<file path="src/rtl/jesd204b_pkg.sv">
// Shared JESD204B transport-layer helpers: frame geometry and the bit
// positions of the fields inside one sample word. Used by both the receive
// and transmit transport layers so the two sides always agree on layout.
package jesd204b_pkg;

    localparam int ERR_COUNT_W = 8;

    // Converters rounded up to a whole number of lanes.
    function automatic int calc_cp(input int converters, input int lanes);
        return ((converters + lanes - 1) / lanes) * lanes;
    endfunction

    // Total frame width in bits across all lanes.
    function automatic int calc_fw(input int samples, input int sample_size,
                                   input int converters, input int lanes);
        return samples * sample_size * calc_cp(converters, lanes);
    endfunction

    // Sample word is {data, ctrl, tail}, MSB first; tail sits at bit 0.
    function automatic int tail_width(input int sample_size, input int resolution,
                                      input int control);
        return sample_size - resolution - control;
    endfunction

    function automatic int ctrl_lsb(input int sample_size, input int resolution,
                                    input int control);
        return tail_width(sample_size, resolution, control);
    endfunction

    function automatic int data_lsb(input int sample_size, input int resolution,
                                    input int control);
        return tail_width(sample_size, resolution, control) + control;
    endfunction

endpackage

</file>
<file path="src/rtl/jesd204b_tpl_fifo.sv">
// Small register-based FIFO between the deframer and the sample consumer.
// The input-side ready is registered so it never depends on the consumer's
// ready in the same cycle.
module jesd204b_tpl_fifo #(
    parameter int WIDTH = 8,
    parameter int DEPTH = 2
) (
    input  logic             clk,
    input  logic             rst_n,
    input  logic             push,
    input  logic [WIDTH-1:0] din,
    output logic             in_ready,
    input  logic             pop,
    output logic             out_valid,
    output logic [WIDTH-1:0] dout
);

    localparam int PW = (DEPTH > 1) ? $clog2(DEPTH) : 1;
    localparam int CW = $clog2(DEPTH + 1);

    logic [WIDTH-1:0] mem [DEPTH];
    logic [PW-1:0]    wr_ptr;
    logic [PW-1:0]    rd_ptr;
    logic [CW-1:0]    count;
    logic [CW-1:0]    count_next;
    logic             do_push;
    logic             do_pop;

    function automatic logic [PW-1:0] ptr_inc(input logic [PW-1:0] p);
        return (p == PW'(DEPTH - 1)) ? '0 : p + 1'b1;
    endfunction

    assign do_push   = push && in_ready;
    assign do_pop    = pop && (count != '0);
    assign out_valid = (count != '0);
    assign dout      = mem[rd_ptr];

    // Occupancy after this cycle's push/pop.
    always_comb begin
        count_next = count + CW'(do_push) - CW'(do_pop);
    end

    // Pointers, occupancy and registered ready; ready is low throughout reset.
    always_ff @(posedge clk or negedge rst_n) begin
        if (!rst_n) begin
            wr_ptr   <= '0;
            rd_ptr   <= '0;
            count    <= '0;
            in_ready <= 1'b0;
        end else begin
            if (do_push) wr_ptr <= ptr_inc(wr_ptr);
            if (do_pop)  rd_ptr <= ptr_inc(rd_ptr);
            count    <= count_next;
            in_ready <= (count_next != CW'(DEPTH));
        end
    end

    // Storage is cleared on reset so the outputs read as zero while in reset.
    always_ff @(posedge clk or negedge rst_n) begin
        if (!rst_n) begin
            for (int i = 0; i < DEPTH; i++) mem[i] <= '0;
        end else if (do_push) begin
            mem[wr_ptr] <= din;
        end
    end

endmodule

</file>
<file path="src/rtl/jesd204b_rx_tpl.sv">
// JESD204B receive transport layer: splits a deframed multi-lane frame into
// per-converter data and control fields, checks the tail bits of real
// converters, and buffers unpacked frames in a 2-entry FIFO.
module jesd204b_rx_tpl
    import jesd204b_pkg::*;
#(
    parameter int LANES       = 4,
    parameter int CONVERTERS  = 8,
    parameter int RESOLUTION  = 11,
    parameter int CONTROL     = 2,
    parameter int SAMPLE_SIZE = 16,
    parameter int SAMPLES     = 1
) (
    input  logic                                                    clk,
    input  logic                                                    rst_n,
    input  logic [calc_fw(SAMPLES, SAMPLE_SIZE, CONVERTERS, LANES)-1:0] rx_datain,
    input  logic                                                    rx_valid,
    output logic                                                    rx_ready,
    output logic [SAMPLES*CONVERTERS*RESOLUTION-1:0]                rx_dataout,
    output logic [SAMPLES*CONVERTERS*CONTROL-1:0]                   rx_ctrl,
    output logic                                                    out_valid,
    input  logic                                                    out_ready,
    output logic                                                    tail_err,
    output logic [ERR_COUNT_W-1:0]                                  err_count,
    input  logic                                                    err_clear
);

    localparam int CP       = calc_cp(CONVERTERS, LANES);
    localparam int FW       = SAMPLES * SAMPLE_SIZE * CP;
    localparam int NW       = SAMPLES * CONVERTERS;
    localparam int TAIL_W   = tail_width(SAMPLE_SIZE, RESOLUTION, CONTROL);
    localparam int CTRL_LSB = ctrl_lsb(SAMPLE_SIZE, RESOLUTION, CONTROL);
    localparam int DATA_LSB = data_lsb(SAMPLE_SIZE, RESOLUTION, CONTROL);
    localparam int DATA_W   = NW * RESOLUTION;
    localparam int CTRL_W   = NW * CONTROL;
    localparam int FIFO_W   = DATA_W + CTRL_W + 1;

    logic [DATA_W-1:0] in_data;
    logic [CTRL_W-1:0] in_ctrl;
    logic [NW-1:0]     word_tail_err;
    logic              frame_err;
    logic              push;
    logic              pop;
    logic [FIFO_W-1:0] head;
    logic              head_err_unused;
    logic [FW-1:0]     padding_unused;

    // Padding words beyond the real converters are intentionally never examined.
    assign padding_unused = rx_datain;

    for (genvar j = 0; j < NW; j++) begin : g_word
        logic [SAMPLE_SIZE-1:0] word;
        assign word = rx_datain[j*SAMPLE_SIZE +: SAMPLE_SIZE];
        assign in_data[j*RESOLUTION +: RESOLUTION] = word[DATA_LSB +: RESOLUTION];
        assign in_ctrl[j*CONTROL +: CONTROL]       = word[CTRL_LSB +: CONTROL];
        if (TAIL_W > 0) begin : g_tail
            assign word_tail_err[j] = |word[TAIL_W-1:0];
        end else begin : g_no_tail
            assign word_tail_err[j] = 1'b0;
        end
    end

    assign frame_err = |word_tail_err;
    assign push      = rx_valid && rx_ready;
    assign pop       = out_valid && out_ready;

    jesd204b_tpl_fifo #(
        .WIDTH(FIFO_W),
        .DEPTH(2)
    ) u_fifo (
        .clk      (clk),
        .rst_n    (rst_n),
        .push     (push),
        .din      ({frame_err, in_ctrl, in_data}),
        .in_ready (rx_ready),
        .pop      (pop),
        .out_valid(out_valid),
        .dout     (head)
    );

    assign rx_dataout      = head[DATA_W-1:0];
    assign rx_ctrl         = head[DATA_W +: CTRL_W];
    assign head_err_unused = head[FIFO_W-1];

    // Error status follows accepted frames; clear wins over a same-cycle error.
    always_ff @(posedge clk or negedge rst_n) begin
        if (!rst_n) begin
            tail_err  <= 1'b0;
            err_count <= '0;
        end else if (err_clear) begin
            tail_err  <= 1'b0;
            err_count <= '0;
        end else if (push && frame_err) begin
            tail_err <= 1'b1;
            if (err_count != '1) err_count <= err_count + 1'b1;
        end
    end

endmodule

</file>
<file path="config.mk">
export PLATFORM = sky130hd
export DESIGN_NAME = jesd204b_rx_tpl
export DESIGN_NICKNAME = d
export VERILOG_FILES = /design/src/rtl/jesd204b_pkg.sv /design/src/rtl/jesd204b_tpl_fifo.sv /design/src/rtl/jesd204b_rx_tpl.sv
export SDC_FILE = /design/constraint.sdc
export NUM_CORES = 1
export LEC_CHECK = 0
export CAP_MARGIN = 20
export CORE_ASPECT_RATIO = 1.1
export CORE_MARGIN = 2
export CORE_UTILIZATION = 50
export DETAILED_ROUTE_END_ITERATION = 10
export GPL_ROUTABILITY_DRIVEN = 0
export PLACE_DENSITY_LB_ADDON = 0.1
export SKIP_CTS_REPAIR_TIMING = 1
export SLEW_MARGIN = 20
export SYNTH_ARGS = -nofsm -noshare
export SYNTH_HDL_FRONTEND = slang
export SYNTH_SLANG_ARGS = --single-unit
</file>
<file path="constraint.sdc">
create_clock -name clk -period 2.05 [get_ports clk]
set_input_delay 0.3075 -clock clk [delete_from_list [all_inputs] [get_ports clk]]
set_output_delay 0.3075 -clock clk [all_outputs]
set_load 0.005 [all_outputs]
</file>
==> impl_table.tex, run 1 <==
\begin{tabular}{lr}
\hline
Metric & Value \\
\hline
\multicolumn{2}{l}{\textbf{Status}} \\
\quad Run status & complete, but fails checks \\
\quad Violated checks & setup timing \\
\multicolumn{2}{l}{\textbf{Route}} \\
\quad Antenna Nets Post-Route & 0 \\
\quad Number of DRC markers after the initial detailed-route iteration & 150 \\
\quad Detailed-route DRC error count & 0 \\
\quad Average routed wire per standard cell & slightly above 20 µm \\
\quad Wire length reported by the detailed router & $\sim$25 mm \\
\quad Vias per inst & approximately 5.3 \\
\quad Number of vias in the routed layout & 6432 \\
\quad Number of iterations in the first detailed-routing pass & 4 \\
\multicolumn{2}{l}{\textbf{Logic synthesis}} \\
\quad Count of cell types in the netlist & 36 \\
\quad Number of flops mapped to enable cells by yosys & 0 \\
\quad Leading register cell type out of synthesis & dfrtp\_1 \\
\quad Share of the yosys chip area belonging to registers & 0.554 \\
\quad Main area contributors after synthesis & dfrtp\_1 (55\%), mux2\_2 (28\%), mux2\_4 (9.3\%) \\
\quad Leading post-synthesis cells by instance count & mux2\_2 (252), dfrtp\_1 (222), mux2\_4 (62), buf\_2 (17) \\
\quad Yosys top cell by area & dfrtp\_1 \\
\quad Synthesized area per cell & 15.8 µm² \\
\quad Synthesized instance count & around 630 \\
\quad Share of the synthesized area in the top cell type & 0.554 \\
\quad Library cell with the highest instance count after synthesis & mux2\_2 \\
\quad Ys Warns & 0 \\
\quad FF+latch count, synth & between 200 and 250 \\
\quad Post-synth design cell area & roughly 0.01 mm² \\
\quad Post-Synthesis Net Count & between 700 and 800 \\
\quad Async set-or-reset flop fraction in the synthesized netlist & 1.00 \\
\multicolumn{2}{l}{\textbf{Setup path}} \\
\quad Reg2Reg Launch Point & u\_fifo.count[0]\$\_DFF\_PN0\_ \\
\quad Master of the slowest instance on the critical path & dfrtp\_4 \\
\quad Crit path launch & u\_fifo.rd\_ptr\$\_DFFE\_PN0P\_ \\
\quad Chain of cells forming the critical path & buf\_6, buf\_12, buf\_6, buf\_6, mux2\_4, buf\_6 \\
\quad R2R setup slack & 0.12 ns \\
\quad Required arrival time at the worst endpoint & about 1.7 ns \\
\quad CP most frequent cell & buf\_6 \\
\quad Destination of the worst register-to-register timing path & u\_fifo.in\_ready\$\_DFF\_PN0\_ \\
\quad Largest stage delay on the critical path & between 0.5 and 0.6 ns \\
\quad Data arrival time of the critical path & between 1.5 and 2 ns \\
\quad Crit path kind & register to primary output \\
\quad Buffers \& Inverters on Critical Path & 5 \\
\quad CP max FO & 7 \\
\quad Cell type group with the largest total delay on the critical path & buffers and inverters \\
\quad Category of the worst setup path capture point & primary output \\
\quad Cell depth of the worst flop-to-flop path & 8 \\
\quad Depth of the critical timing path with buffers and inverters included & 6 \\
\quad Critical path launch point type & register \\
\quad Critical path endpoint & rx\_dataout[70] \\
\multicolumn{2}{l}{\textbf{Place}} \\
\quad Total of buffers placed on input and output ports & about 250 \\
\quad Half-perimeter wire length of the detailed placement result & 16.0 mm \\
\multicolumn{2}{l}{\textbf{STA}} \\
\quad Worst hold slack after final layout & 0.301 ns \\
\quad Setup-failing EPs final & 92 \\
\quad Final worst-path setup slack & -0.242 ns \\
\quad Normalized max-slew margin & 0.738 \\
\quad Final sum of negative setup slack & -11.91 ns \\
\quad Time the final worst path needs with I/O delays and setup & $\sim$2.3 ns \\
\quad Final-report max-slew violation count & 0 \\
\quad Final number of hold-violating endpoints & 0 \\
\quad Tcrit/Tclk final & 1.12 \\
\quad Maximum operating frequency & roughly 0.44 GHz \\
\quad RSZ-0062 raised after global routing & yes \\
\quad Transition at the pin with the smallest max-transition slack & between 0.3 and 0.4 ns \\
\quad Layout Skew & $\sim$0.007 ns \\
\multicolumn{2}{l}{\textbf{CTS}} \\
\quad Clock slew seen by the registers of the worst setup and hold paths & around 0.060 ns \\
\quad Clock network latency to the later pin of the worst-skew pair & roughly 0.5 ns \\
\quad Clock buffers created by TritonCTS & 24 \\
\quad Maximum count of clock buffers along a single path & 3 \\
\quad CTS HTree Levels & 1 \\
\quad Clk sinks & about 220 \\
\quad Root Driver & clkbuf\_16 \\
\quad TritonCTS clock tree & built \\
\multicolumn{2}{l}{\textbf{Layout}} \\
\quad Multi-input logic area & 0.00430 mm² \\
\quad Share of post-route cells with drive strength above 1 & 0.547 \\
\quad Sequential cell area & 0.00556 mm² \\
\quad Count of antenna diodes in the layout & 0 \\
\quad Area growth syn-to-layout & 41.1\% \\
\quad Filler cells & $\sim$1.3k \\
\quad Final Net Count & around 1.1k \\
\multicolumn{2}{l}{\textbf{Floorplanning}} \\
\quad Num ports & 248 \\
\quad Std cell rows & between 50 and 60 \\
\quad Total die area & between 0.02 and 0.025 mm² \\
\quad Core area & approximately 0.020 mm² \\
\quad Effective utilization at floorplan & 0.508 \\
\quad Width of the chip & between 100 and 150 µm \\
\quad Die Y & 152 µm \\
\multicolumn{2}{l}{\textbf{Global routing}} \\
\quad Number of global-route vias before repair & 6933 \\
\quad First-pass GRT wire length & between 30 and 40 mm \\
\quad Pin count of the biggest net entering global routing & 45 \\
\quad Number of antenna violations at the first check in global routing & 0 \\
\quad Global-route usage over all layers & 0.215 \\
\quad Total global routing overflow & 0 \\
\multicolumn{2}{l}{\textbf{Power}} \\
\quad Total power per unit cell area & about 1700 mW/mm² \\
\quad Leakage component of the power & approximately 6.6 nW \\
\quad Worst vdd ir & 0.974 mV \\
\multicolumn{2}{l}{\textbf{Flow run}} \\
\quad Max capacitance violation total & 0 \\
\multicolumn{2}{l}{\textbf{Min path}} \\
\quad Class of the worst hold path & input pin to asynchronous set/reset pin \\
\hline
\end{tabular}
[area by class of cell]
| class | count | area share |
|---|---|---|
| well taps | 252 | 0.0223 |
| clock inverters | 9 | 0.00708 |
| repair buffers | 317 | 0.220 |
| clock buffers | 35 | 0.0526 |
| flip-flops and latches | 222 | 0.393 |
| inverters | 3 | 0.000796 |
| multi-input cells | 372 | 0.304 |
[metrics by stage]
step | instances | worst slack (ns) | instance area [µm²] | total power, mW | util
detailed placement | 1121 | 0.0405 | 13000 | 18.5 | 0.657
global placement | 1121 | 0.0698 | 13000 | 18.0 | 0.657
CTS | 1165 | -0.419 | 13800 | 23.2 | 0.699
finish | 1210 | -0.242 | 14100 | 23.4 | 0.717
floorplan | 634 | 0.255 | 10000 | 13.3 | -
global route | 1210 | -0.289 | 14100 | 24.7 | 0.717
[worst min path at each step]
stage / from / to / slack (ns) / cells after the start
after floorplan: rst_n / err_count[0]$_DFFE_PN0P_ / 0.01 / 0
after global placement: rst_n / u_fifo.mem[114]$_DFFE_PN0P_ / 0.27 / 1
after detailed placement: rst_n / u_fifo.mem[114]$_DFFE_PN0P_ / 0.27 / 1
after CTS: rst_n / u_fifo.mem[114]$_DFFE_PN0P_ / -0.27 / 1
after global routing: rst_n / u_fifo.mem[12]$_DFFE_PN0P_ / 0.32 / 2
final: rst_n / u_fifo.mem[114]$_DFFE_PN0P_ / 0.30 / 2
[registers in the layout (all words and copies together) (netlist names)]
| register | flops |
|---|---|
| u_fifo.in_ready | 1 |
| u_fifo.rd_ptr | 1 |
| err_count | 8 |
| tail_err | 1 |
| u_fifo.wr_ptr | 1 |
| u_fifo.count | 2 |
| u_fifo.mem | 208 |
[placed cells by master, fill, tap and decap left out, drive strengths merged, types with 2 or more instances in the layout]
cell type      netlist  routed
a21oi                5       5
and2                 2       2
buf                 32      73
bufinv               0       2
clkbuf               5     117
clkdlybuf4s50        0     142
clkinv               0       5
clkinvlp             0       2
dfrtp              222     222
dlymetal6s2s         0      19
ha                   3       3
inv                  3       3
mux2               314     314
nand2                4       4
nand2b               4       4
nand3                5       5
nand4                2       2
nor2                 5       5
nor2b                2       2
nor4                 6       6
o31ai                3       3
or4                  4       4
xnor2                2       2
xor2                 2       2
[cells by family (layout without fill, tap and decap cells)]
| kind of cell | count (synthesis) | in the layout | synth area share |
|---|---|---|---|
| AOI/OAI and AO/OA | 11 | 11 | 0.00799 |
| buffers and inverters | 40 | 364 | 0.0250 |
| DFF | 222 | 222 | 0.554 |
| muxes | 315 | 315 | 0.377 |
| and+or+nand+nor | 39 | 39 | 0.0283 |
| adders and majority gates | 3 | 3 | 0.00375 |
| xor gates and xnor gates | 4 | 4 | 0.00350 |
[report_power, final]
group	internal [mW]	switching [mW]	total, mW
Sequential	6.58	1.21	7.80
Combinational	7.18	3.92	11.1
Clock	2.76	1.73	4.49
Total	16.5	6.85	23.4
[routing by layer]
layer / vias to the layer above / share of wire / GRT usage
li1: 2900 / - / -
met1: 3298 / 0.40 / 0.266
met2: 201 / 0.51 / 0.371
met3: 33 / 0.071 / 0.0632
met4: 0 / 0.019 / 0.0596
met5: - / 0 / 0
(Power assumes the default switching activity.)
==> run 2, diff against run 1 <==
==> constraint.sdc (replaced) <==
create_clock -name clk -period 2.05 [get_ports clk]
set_input_delay 0.3075 -clock clk [delete_from_list [all_inputs] [get_ports clk]]
set_output_delay 0.3075 -clock clk [all_outputs]
set_load 0.1 [all_outputs]
==> impl_table.tex, run 2 (synthesis results as in run 1) <==
\begin{tabular}{lr}
\hline
Metric & Value \\
\hline
\multicolumn{2}{l}{\textbf{Status}} \\
\quad Run status & complete, but fails checks (unchanged) \\
\quad Violated checks & setup timing (unchanged) \\
\multicolumn{2}{l}{\textbf{Layout}} \\
\quad Count of antenna diodes in the layout & 0 (unchanged) \\
\quad Leading cell type in the layout, fill and taps excluded & mux2\_2 (unchanged) \\
\quad Count of non-filler cells in the finished layout & 1173 (was 1210) \\
\quad Area growth syn-to-layout & 50.7\% (was 41.1\%) \\
\quad Final Net Count & 1039 (was 1076) \\
\quad Registers with the highest flip-flop counts & u\_fifo.mem x208, err\_count x8, u\_fifo.count x2 (unchanged) \\
\quad Share of post-route cells with drive strength above 1 & 0.565 (was 0.547) \\
\quad Register ranked first by flip-flop count & u\_fifo.mem (unchanged) \\
\quad Filler cells & 1137 (was 1294) \\
\quad Most used cells in the layout excluding fill and tap cells & mux2\_2 (241), dfrtp\_1 (215), clkdlybuf4s50\_1 (131), buf\_12 (118), mux2\_4 (73) (was mux2\_2 (234), dfrtp\_1 (221), clkdlybuf4s50\_1 (142), mux2\_4 (80), clkbuf\_2 (75)) \\
\quad Post-route cell area & 0.0151 mm² (was 0.0141 mm²) \\
\quad Flip-flop count of the largest register, all copies and words added & 208 (unchanged) \\
\multicolumn{2}{l}{\textbf{Floorplanning}} \\
\quad Effective utilization at floorplan & 0.508 (unchanged) \\
\quad Num ports & 248 (unchanged) \\
\quad Std cell rows & 54 (unchanged) \\
\quad Die Y & 152 µm (unchanged) \\
\quad Width of the chip & 139 µm (unchanged) \\
\quad Core area & 0.0197 mm² (unchanged) \\
\quad Total die area & 0.0212 mm² (unchanged) \\
\multicolumn{2}{l}{\textbf{Route}} \\
\quad Detailed-route DRC error count & 0 (unchanged) \\
\quad Post-Route M1 WL & 10.2 mm (was 9.85 mm) \\
\quad Highest layer used for signal routing & met4 (unchanged) \\
\quad Wire length reported by the detailed router & 25.0 mm (was 24.7 mm) \\
\quad Number of iterations in the first detailed-routing pass & 4 (unchanged) \\
\quad WL met3 & 1.49 mm (was 1.75 mm) \\
\quad Vias per inst & 5.41 (was 5.32) \\
\quad Number of DRC markers after the initial detailed-route iteration & 262 (was 150) \\
\quad Number of vias in the routed layout & 6347 (was 6432) \\
\quad Detailed route wirelength on metal2 & 12.9 mm (was 12.6 mm) \\
\quad Average routed wire per standard cell & 21.3 µm (was 20.4 µm) \\
\quad Antenna Nets Post-Route & 0 (unchanged) \\
\multicolumn{2}{l}{\textbf{Global routing}} \\
\quad Number of global-route vias before repair & 6897 (was 6933) \\
\quad First-pass GRT wire length & 37.5 mm (was 37.2 mm) \\
\quad Total global routing overflow & 0 (unchanged) \\
\quad Pin count of the biggest net entering global routing & 65 (was 45) \\
\quad Global-route usage over all layers & 0.217 (was 0.215) \\
\quad Number of antenna violations at the first check in global routing & 0 (unchanged) \\
\multicolumn{2}{l}{\textbf{CTS}} \\
\quad Clock slew seen by the registers of the worst setup and hold paths & 0.06 ns (about the same) \\
\quad Clock network latency to the later pin of the worst-skew pair & 0.51 ns (about the same) \\
\quad Root Driver & clkbuf\_16 (unchanged) \\
\quad Clock buffers created by TritonCTS & 24 (unchanged) \\
\quad Clk sinks & 222 (unchanged) \\
\quad TritonCTS clock tree & built (unchanged) \\
\quad Maximum count of clock buffers along a single path & 3 (unchanged) \\
\quad CTS HTree Levels & 1 (unchanged) \\
\multicolumn{2}{l}{\textbf{STA}} \\
\quad Final worst-path setup slack & -0.124 ns (was -0.242 ns) \\
\quad Transition at the pin with the smallest max-transition slack & 0.586 ns (was 0.392 ns) \\
\quad Setup-failing EPs final & 104 (was 92) \\
\quad Final number of hold-violating endpoints & 0 (unchanged) \\
\quad Layout Skew & 0.00662 ns (was 0.00708 ns) \\
\quad Time the final worst path needs with I/O delays and setup & 2.17 ns (was 2.29 ns) \\
\quad Tcrit/Tclk final & 1.06 (was 1.12) \\
\quad Worst hold slack after final layout & 0.205 ns (was 0.301 ns) \\
\quad Maximum operating frequency & 0.460 GHz (was 0.436 GHz) \\
\quad Normalized max-slew margin & 0.610 (was 0.738) \\
\quad RSZ-0062 raised after global routing & yes (unchanged) \\
\quad Final-report max-slew violation count & 0 (unchanged) \\
\multicolumn{2}{l}{\textbf{Setup path}} \\
\quad Buffers \& Inverters on Critical Path & 3 (was 5) \\
\quad R2R setup slack & 0.16 ns (was 0.12 ns) \\
\quad Chain of cells forming the critical path & buf\_4, clkbuf\_16, mux2\_2, buf\_12 (was buf\_6, buf\_12, buf\_6, buf\_6, mux2\_4, buf\_6) \\
\quad Master of the slowest instance on the critical path & dfrtp\_4 (unchanged) \\
\quad Largest stage delay on the critical path & 0.52 ns (was 0.56 ns) \\
\quad Data arrival time of the critical path & 1.87 ns (was 1.98 ns) \\
\quad Critical path launch point type & register (unchanged) \\
\quad Required arrival time at the worst endpoint & 1.74 ns (about the same) \\
\quad CP max FO & 6 (was 7) \\
\quad Crit path kind & register to primary output (unchanged) \\
\quad Cell type group with the largest total delay on the critical path & flip-flops (was buffers and inverters) \\
\quad Category of the worst setup path capture point & primary output (unchanged) \\
\multicolumn{2}{l}{\textbf{Place}} \\
\quad Placement-stage cell area & 0.0139 mm² (was 0.0130 mm²) \\
\quad Placed cells & 1111 (was 1121) \\
\quad Half-perimeter wire length of the detailed placement result & 15.8 mm (was 16.0 mm) \\
\quad Placement Setup Slack & 0.00452 ns (was 0.0405 ns) \\
\quad Total of buffers placed on input and output ports & 247 (unchanged) \\
\multicolumn{2}{l}{\textbf{Flow run}} \\
\quad Max capacitance violation total & 0 (unchanged) \\
\multicolumn{2}{l}{\textbf{Min path}} \\
\quad Class of the worst hold path & input pin to asynchronous set/reset pin (unchanged) \\
\hline
\end{tabular}
-- run 2: cell type report --
class                           instances  area [µm²]  share of cell area
Clock inverter                          6        80.1             0.00530
Sequential cell                       222        5570               0.369
Inverter                                3        11.3            0.000746
Multi-Input combinational cell        372        4270               0.283
Timing Repair Buffer                  280        4100               0.271
Tap cell                              252         315              0.0209
Clock buffer                           38         754              0.0500
-- run 2: routing by layer --
| layer | global-route usage | vias to the layer above |
|---|---|---|
| met5 | 0 | - |
| met4 | 0.0505 | 0 |
| met3 | 0.0509 | 31 |
| met2 | 0.381 | 207 |
| met1 | 0.274 | 3274 |
| li1 | - | 2835 |
-- run 2: per-stage QoR --
stage                     setup TNS, ns  utilization
after global placement                0        0.704
after floorplan                       0            -
after detailed placement              0        0.704
after global routing             -12.91        0.765
after CTS                        -13.27        0.746
final                             -9.04        0.765
-- run 2: final timing paths --
path / from / endpoint / cells past startpoint
worst min-delay path: rst_n / u_fifo.mem[120]$_DFFE_PN0P_ / 2
worst max-delay path: u_fifo.rd_ptr$_DFFE_PN0P_ / rx_dataout[8] / 4
max in group asynchronous: rst_n / u_fifo.rd_ptr$_DFFE_PN0P_ / 3
worst max register to register: u_fifo.count[1]$_DFF_PN0_ / u_fifo.in_ready$_DFF_PN0_ / 8
worst min register to register: u_fifo.mem[182]$_DFFE_PN0P_ / u_fifo.mem[182]$_DFFE_PN0P_ / 1
min in group clk: rx_datain[70] / u_fifo.mem[150]$_DFFE_PN0P_ / 2
Power of run 2 is not shown: default switching activity piles up to over one toggle a cycle in this logic, so the estimate is an artifact.
